==> src/rtl/cpu_pkg.sv <==
// ---------------------------------------------------------------------------
// cpu_pkg: shared MDU op and state encodings                      rev 1.0
// ---------------------------------------------------------------------------
`default_nettype none

package cpu_pkg;

  localparam logic [2:0] MDU_MULT  = 3'd0;
  localparam logic [2:0] MDU_MULTU = 3'd1;
  localparam logic [2:0] MDU_DIV   = 3'd2;
  localparam logic [2:0] MDU_DIVU  = 3'd3;
  localparam logic [2:0] MDU_MTHI  = 3'd4;
  localparam logic [2:0] MDU_MTLO  = 3'd5;

  typedef enum logic [1:0] {
    MDU_IDLE = 2'd0,
    MDU_RUN  = 2'd1,
    MDU_FIX  = 2'd2
  } mdu_state_e;

  function automatic logic mdu_op_signed(input logic [2:0] op);
    return (op == MDU_MULT) || (op == MDU_DIV);
  endfunction

  function automatic logic mdu_op_div(input logic [2:0] op);
    return (op == MDU_DIV) || (op == MDU_DIVU);
  endfunction

endpackage

`default_nettype wire

==> src/rtl/mdu_divstep.sv <==
// ---------------------------------------------------------------------------
// mdu_divstep: combinational BPC-bit restoring divide step (MDU_DIV_EN) rev 1.0
// ---------------------------------------------------------------------------
`default_nettype none

module mdu_divstep
  import cpu_pkg::*;
#(
  parameter int WIDTH = 64,
  parameter int BPC   = 1
) (
  input  logic [WIDTH-1:0] rem_i,
  input  logic [WIDTH-1:0] dvd_i,
  input  logic [WIDTH-1:0] dvsr_i,
  output logic [WIDTH-1:0] rem_o,
  output logic [WIDTH-1:0] dvd_o
);

  logic [WIDTH:0]   w_trial;
  logic [WIDTH-1:0] w_rem;
  logic [WIDTH-1:0] w_dvd;

  // Dividend bits leave the top of dvd while quotient bits enter at the bottom.
  always_comb begin
    w_rem   = rem_i;
    w_dvd   = dvd_i;
    w_trial = '0;
    for (int i = 0; i < BPC; i++) begin
      w_trial = {w_rem, w_dvd[WIDTH-1]};
      w_dvd   = {w_dvd[WIDTH-2:0], 1'b0};
      if (w_trial >= {1'b0, dvsr_i}) begin
        w_trial  = w_trial - {1'b0, dvsr_i};
        w_dvd[0] = 1'b1;
      end
      w_rem = w_trial[WIDTH-1:0];
    end
  end

  assign rem_o = w_rem;
  assign dvd_o = w_dvd;

endmodule

`default_nettype wire

==> src/rtl/mdu_iter.sv <==
// ---------------------------------------------------------------------------
// mdu_iter: iterative multiply/divide unit with HI/LO; divider under MDU_DIV_EN
// rev 1.0
// ---------------------------------------------------------------------------
`default_nettype none

module mdu_iter
  import cpu_pkg::*;
#(
  parameter int WIDTH = 64,
  parameter int BPC   = 1
) (
  input  logic             clk,
  input  logic             rstn,
  input  logic             start,
  input  logic [2:0]       op,
  input  logic             dword,
  input  logic [WIDTH-1:0] a,
  input  logic [WIDTH-1:0] b,
  input  logic             abort,
  output logic             busy,
  output logic             done,
  output logic             illegal,
  output logic [WIDTH-1:0] hi,
  output logic [WIDTH-1:0] lo
);

  localparam int                 C_CNT_W    = $clog2(WIDTH) + 1;
  localparam logic [C_CNT_W-1:0] C_CNT_32   = C_CNT_W'(32 / BPC);
  localparam logic [C_CNT_W-1:0] C_CNT_FULL = C_CNT_W'(WIDTH / BPC);
  localparam logic [WIDTH-1:0]   C_MASK32   = WIDTH'({32{1'b1}});
`ifdef MDU_DIV_EN
  localparam bit                 C_DIV_EN   = 1'b1;
`else
  localparam bit                 C_DIV_EN   = 1'b0;
`endif

  mdu_state_e           state_q;
  logic [C_CNT_W-1:0]   cnt_q;
  logic [WIDTH-1:0]     opa_q;
  logic [WIDTH-1:0]     opb_q;
  logic [2*WIDTH-1:0]   acc_q;
  logic [WIDTH-1:0]     hi_q;
  logic [WIDTH-1:0]     lo_q;
  logic                 is_div_q;
  logic                 n32_q;
  logic                 neg_res_q;
  logic                 neg_rem_q;
  logic                 dvz_q;
  logic                 busy_q;
  logic                 done_q;
  logic                 illegal_q;

  logic                 w_n32;
  logic [WIDTH-1:0]     w_mask;
  logic [WIDTH-1:0]     w_a_n;
  logic [WIDTH-1:0]     w_b_n;
  logic                 w_a_neg;
  logic                 w_b_neg;
  logic [WIDTH-1:0]     w_a_mag;
  logic [WIDTH-1:0]     w_b_mag;
  logic                 w_mdop;

  // 32-bit ops also apply when WIDTH is 32, whatever dword says.
  assign w_n32   = !dword || (WIDTH == 32);
  assign w_mask  = w_n32 ? C_MASK32 : '1;
  assign w_a_n   = a & w_mask;
  assign w_b_n   = b & w_mask;
  assign w_a_neg = mdu_op_signed(op) && (w_n32 ? a[31] : a[WIDTH-1]);
  assign w_b_neg = mdu_op_signed(op) && (w_n32 ? b[31] : b[WIDTH-1]);
  assign w_a_mag = w_a_neg ? ((-w_a_n) & w_mask) : w_a_n;
  assign w_b_mag = w_b_neg ? ((-w_b_n) & w_mask) : w_b_n;
  assign w_mdop  = (op == MDU_MULT) || (op == MDU_MULTU) || (C_DIV_EN && mdu_op_div(op));

  // MSB-first shift-add: acc = acc * 2^BPC + multiplicand * digit.
  logic [BPC-1:0]     w_digit;
  logic [2*WIDTH-1:0] w_mul_acc;

  assign w_digit = opa_q[WIDTH-1 -: BPC];

  always_comb begin
    w_mul_acc = acc_q << BPC;
    for (int j = 0; j < BPC; j++) begin
      if (w_digit[j]) begin
        w_mul_acc = w_mul_acc + ({{WIDTH{1'b0}}, opb_q} << j);
      end
    end
  end

  logic [WIDTH-1:0] w_div_rem;
  logic [WIDTH-1:0] w_div_dvd;

`ifdef MDU_DIV_EN
  mdu_divstep #(
    .WIDTH (WIDTH),
    .BPC   (BPC)
  ) u_divstep (
    .rem_i  (acc_q[WIDTH-1:0]),
    .dvd_i  (opa_q),
    .dvsr_i (opb_q),
    .rem_o  (w_div_rem),
    .dvd_o  (w_div_dvd)
  );
`else
  assign w_div_rem = '0;
  assign w_div_dvd = '0;
`endif

  function automatic logic [WIDTH-1:0] sext32(input logic [WIDTH-1:0] x);
    return x[31] ? (x | ~C_MASK32) : (x & C_MASK32);
  endfunction

  logic [2*WIDTH-1:0] w_prod;
  logic [WIDTH-1:0]   w_quo;
  logic [WIDTH-1:0]   w_rem;
  logic [WIDTH-1:0]   w_res_hi;
  logic [WIDTH-1:0]   w_res_lo;

  // Sign fix-up; most-negative / -1 wraps back to most-negative naturally.
  always_comb begin
    w_prod = neg_res_q ? -acc_q : acc_q;
    w_quo  = neg_res_q ? -opa_q : opa_q;
    w_rem  = neg_rem_q ? -acc_q[WIDTH-1:0] : acc_q[WIDTH-1:0];
    if (dvz_q) begin
      w_quo = '1;
    end
    if (is_div_q) begin
      w_res_hi = w_rem;
      w_res_lo = w_quo;
    end else if (n32_q) begin
      w_res_hi = WIDTH'(w_prod[63:32]);
      w_res_lo = w_prod[WIDTH-1:0];
    end else begin
      w_res_hi = w_prod[2*WIDTH-1:WIDTH];
      w_res_lo = w_prod[WIDTH-1:0];
    end
    if (n32_q) begin
      w_res_hi = sext32(w_res_hi);
      w_res_lo = sext32(w_res_lo);
    end
  end

  always_ff @(posedge clk or negedge rstn) begin
    if (!rstn) begin
      state_q   <= MDU_IDLE;
      cnt_q     <= '0;
      opa_q     <= '0;
      opb_q     <= '0;
      acc_q     <= '0;
      hi_q      <= '0;
      lo_q      <= '0;
      is_div_q  <= 1'b0;
      n32_q     <= 1'b0;
      neg_res_q <= 1'b0;
      neg_rem_q <= 1'b0;
      dvz_q     <= 1'b0;
      busy_q    <= 1'b0;
      done_q    <= 1'b0;
      illegal_q <= 1'b0;
    end else begin
      done_q    <= 1'b0;
      illegal_q <= 1'b0;
      unique case (state_q)
        MDU_IDLE: begin
          if (start && !abort) begin
            if (w_mdop) begin
              state_q   <= MDU_RUN;
              busy_q    <= 1'b1;
              cnt_q     <= w_n32 ? C_CNT_32 : C_CNT_FULL;
              // Top-align the shifted operand so N-bit ops finish in N/BPC steps.
              opa_q     <= w_n32 ? (w_a_mag << (WIDTH - 32)) : w_a_mag;
              opb_q     <= w_b_mag;
              acc_q     <= '0;
              is_div_q  <= mdu_op_div(op);
              n32_q     <= w_n32;
              neg_res_q <= w_a_neg ^ w_b_neg;
              neg_rem_q <= w_a_neg;
              dvz_q     <= mdu_op_div(op) && (w_b_n == '0);
            end else if (op == MDU_MTHI) begin
              hi_q <= a;
            end else if (op == MDU_MTLO) begin
              lo_q <= a;
            end else begin
              illegal_q <= 1'b1;
            end
          end
        end
        MDU_RUN: begin
          if (abort) begin
            state_q <= MDU_IDLE;
            busy_q  <= 1'b0;
          end else begin
            cnt_q <= cnt_q - C_CNT_W'(1);
            if (cnt_q == C_CNT_W'(1)) begin
              state_q <= MDU_FIX;
            end
            if (is_div_q) begin
              acc_q <= {{WIDTH{1'b0}}, w_div_rem};
              opa_q <= w_div_dvd;
            end else begin
              acc_q <= w_mul_acc;
              opa_q <= opa_q << BPC;
            end
          end
        end
        MDU_FIX: begin
          state_q <= MDU_IDLE;
          busy_q  <= 1'b0;
          if (!abort) begin
            hi_q   <= w_res_hi;
            lo_q   <= w_res_lo;
            done_q <= 1'b1;
          end
        end
        default: begin
          state_q <= MDU_IDLE;
          busy_q  <= 1'b0;
        end
      endcase
    end
  end

  assign busy    = busy_q;
  assign done    = done_q;
  assign illegal = illegal_q;
  assign hi      = hi_q;
  assign lo      = lo_q;

endmodule

`default_nettype wire

==> config.mk <==
export PLATFORM = sky130hd
export DESIGN_NAME = mdu_iter
export DESIGN_NICKNAME = d
export VERILOG_FILES = /design/src/rtl/cpu_pkg.sv /design/src/rtl/mdu_divstep.sv /design/src/rtl/mdu_iter.sv
export SDC_FILE = /design/constraint.sdc
export NUM_CORES = 2
export LEC_CHECK = 0
export BUFFER_PORTS_ARGS = -buffer_cell sky130_fd_sc_hd__buf_2
export CAP_MARGIN = 5
export CORE_ASPECT_RATIO = 0.8
export CORE_MARGIN = 2
export CORE_UTILIZATION = 40
export DETAILED_ROUTE_END_ITERATION = 8
export MAX_ROUTING_LAYER = met4
export REMOVE_ABC_BUFFERS = 1
export SLEW_MARGIN = 20
export SYNTH_ARGS = -nofsm -noshare
export SYNTH_HDL_FRONTEND = slang
export SYNTH_SLANG_ARGS = --single-unit
==> constraint.sdc <==
create_clock -name clk -period 6.5 [get_ports clk]
set_input_delay 0.65 -clock clk [delete_from_list [all_inputs] [get_ports clk]]
set_output_delay 0.65 -clock clk [all_outputs]
set_load 0.01 [all_outputs]
==> metrics.txt <==
Vias/cell 6.48; Setup Buffers After CTS 0; Comb pwr share 0.487; Power Internal around 6700 uW; placed instance area 34300 um2; VDD IR-drop max between 0.00015 and 0.0002 V; worst setup slack after layout 1.41 ns; Slew Viols, Final 0; RSZ-0062 raised after global routing false; total power 13000 uW; Starting Density 0.403; # IOs 267; fillcell total approximately 8200; actual slew at the worst max-slew pin around 1.3 ns; Rows 93; number of DRC markers in iteration 0 4780; antenna violations before repair 8; total track usage 0.349; FF-to-FF setup slack 1.41 ns; Core ar. 80500 um2; Die Y 259 um; clk_lat worst skew between 0.6 and 0.7 ns; CTS HTree Levels 2; top-area cell type share of the netlist area 0.309; post-synth cell types 88; Pleak around 0.015 uW; max-cap check violation count 0; outcome finished clean; Clock Sinks 401; fmax slightly below 200 MHz; Sw Pwr 6270 uW; 1st-pass router iterations 7; via count 34100; Synth async-reset ratio 1.00; pin count of the biggest net entering global routing 132; power share of the sequential group 0.296; IO Port Bufs 266; cells along the critical path inv_1 -> ha_1 -> or3b_2 -> or3_1 -> or3_1 -> or3_1 -> nand2_1 -> xor2_1 -> a2111oi_0 -> o21ai_0 -> o311ai_0; top-count cell post-synth nand2_1; crit-path most repeated cell or3_1; Post-synth top flop dfrtp_1; register area share after synthesis 0.309; Hold-fix buffers, CTS 0; CTS tree done; Final nets 4336; Worst R2R Path Depth 11; Post-DP HPWL 110 mm; Finished Core Util 0.446; Relative slew margins 0.0969; first-pass GRT wire length 213 mm; register bit count reported by yosys between 400 and 500; Ys Warns 0; Crit path buffers/inverters 1; slowest stage delay, CP between 1 and 1.5 ns; Longest Clk Path Bufs 3; crit start category register; final instance area roughly 36000 um2; mapped cell area roughly 32000 um2; vias in the first global route 30700; minimum clock period 5.09 ns; drt total wl 146 mm; die span in x 323 um; worst hold path type input port to async pin; layout cells sized above 1 0.113; largest cells by area after synthesis dfrtp_1 31%, xnor2_1 6.6%, o21ai_0 6.5%; Clk pin slew, worst setup/hold paths 0.06 ns; Final Setup Violations 0; grt total ovfl 0; cts bufs inserted 48; Final ANT Viol Nets 0; cell family with most CP delay simple AND/OR/NAND/NOR gates; clock power share 0.218; cell count after synthesis 4128; Post-synth EDFFs 0; post-CTS sizing 0; CTS root buf clkbuf_16; Avg Cell Area, Syn 7.87 um2; DRC 0; reg2reg end lo[56]; Critical Path RT 7.03 ns; period utilisation layout 0.784; WS Path Type register to register; die footprint 83500 um2; endpoints failing hold 0; crit path DAT 5.62 ns; area grow syn2layout 10.6%; Routed WL per cell 27.7 um; worst r2r src acc_q[1]; Crit. End Element register; gpl congestion 1.02; pre-CTS setup slack 1.93 ns; largest area contributor in the netlist dfrtp_1; sequential cell area 10000 um2; PwrDens 361 nW/um2; largest fanout on the critical path 12; top cells by count, synth 492 x nand2_1, 424 x o21ai_0, 401 x dfrtp_1; CP max-delay cell a2111oi_0; sw frac 0.484; skew final between 0.04 and 0.05 ns; area of the multi-input gates 21000 um2
worst reg2reg max path, cell delays in order, from the launching register on:
cell and delay (ns):
dfrtp_1 0.47, inv_1 0.18, ha_1 0.23, or3b_2 0.49
or3_1 0.52, or3_1 0.50, or3_1 0.49, nand2_1 0.13
xor2_1 0.16, a2111oi_0 1.20, o21ai_0 0.40, o311ai_0 0.22
power by group through the flow:
stage / registers [uW] / logic (uW) / clock network, uW
final: 3830 / 6300 / 2820
after global routing: 3870 / 6640 / 2940
after CTS: 3790 / 6060 / 2850
after detailed placement: 3830 / 6030 / 0
after global placement: 3830 / 6040 / 0
after floorplan: 3690 / 3540 / 0
area by class of cell:
| type | count | share of cell area |
|---|---|---|
| Multi-Input combinational cell | 3313 | 0.583 |
| Clock buffer | 71 | 0.0395 |
| Antenna cell | 9 | 0.000627 |
| Clock inverter | 15 | 0.00467 |
| Sequential cell | 401 | 0.280 |
| Inverter | 43 | 0.00449 |
| Timing Repair Buffer | 323 | 0.0499 |
| Tap cell | 1092 | 0.0380 |
routing by layer:
layer,wire (um),vias up,global-route usage
met3,17200,272,0.0853
met5,0,-,-
met1,64700,16600,0.502
met2,58800,2025,0.475
met4,5350,0,0.113
li1,-,15200,-
worst max path at each step:
| stage | startpoint | end | depth (start not counted) |
|---|---|---|---|
| CTS | acc_q[1] | lo[56] | 11 |
| global placement | acc_q[1] | lo[56] | 11 |
| finish | acc_q[1] | lo[56] | 11 |
| floorplan | start | opa_q[51] | 6 |
| global route | acc_q[1] | lo[56] | 11 |
| detailed placement | acc_q[1] | lo[56] | 11 |
flip-flops by register name, summed over array words and instances (netlist names):
signal / cells
acc_q: 128
lo: 64
cnt_q: 7
busy: 1
n32_q: 1
state_q: 2
neg_res_q: 1
illegal: 1
done: 1
is_div_q: 1
hi: 64
dvz_q: 1
opa_q: 64
opb_q: 64
neg_rem_q: 1
per-stage QoR:
stage                     setup TNS, ns  instances  hold WS [ns]
final                                 0       5267        0.0705
after global routing                  0       5265         0.165
after CTS                             0       5258         0.115
after detailed placement              0       5172         0.465
after global placement                0       5172         0.457
after floorplan                 -205.66       3757         0.354
logic make-up (layout without fill, tap and decap cells):
logic type / after synthesis / after routing / synth area share
AND/OR/NAND/NOR: 1390 / 1390 / 0.206
AO/OA/AOI/OAI: 1351 / 1351 / 0.272
XOR/XNOR: 453 / 453 / 0.122
buffers and inverters: 414 / 452 / 0.0487
flip-flops: 401 / 401 / 0.309
other: 0 / 9 / 0
adder cells (fa/ha/maj): 70 / 70 / 0.0272
multiplexers: 49 / 49 / 0.0153
placed cells by master, fill, tap and decap left out, drive strengths merged, types with 55 or more instances in the layout:
cell    instances
buf           323
clkbuf         71
ha             69
or4            55
a22oi          79
a21oi         264
nand3          86
xor2          208
o21ai         425
or3            65
nor2          302
nor3          102
o31ai         100
nor4           55
nand4          59
nand2         492
dfrtp         401
xnor2         245
(Power assumes the default switching activity.)
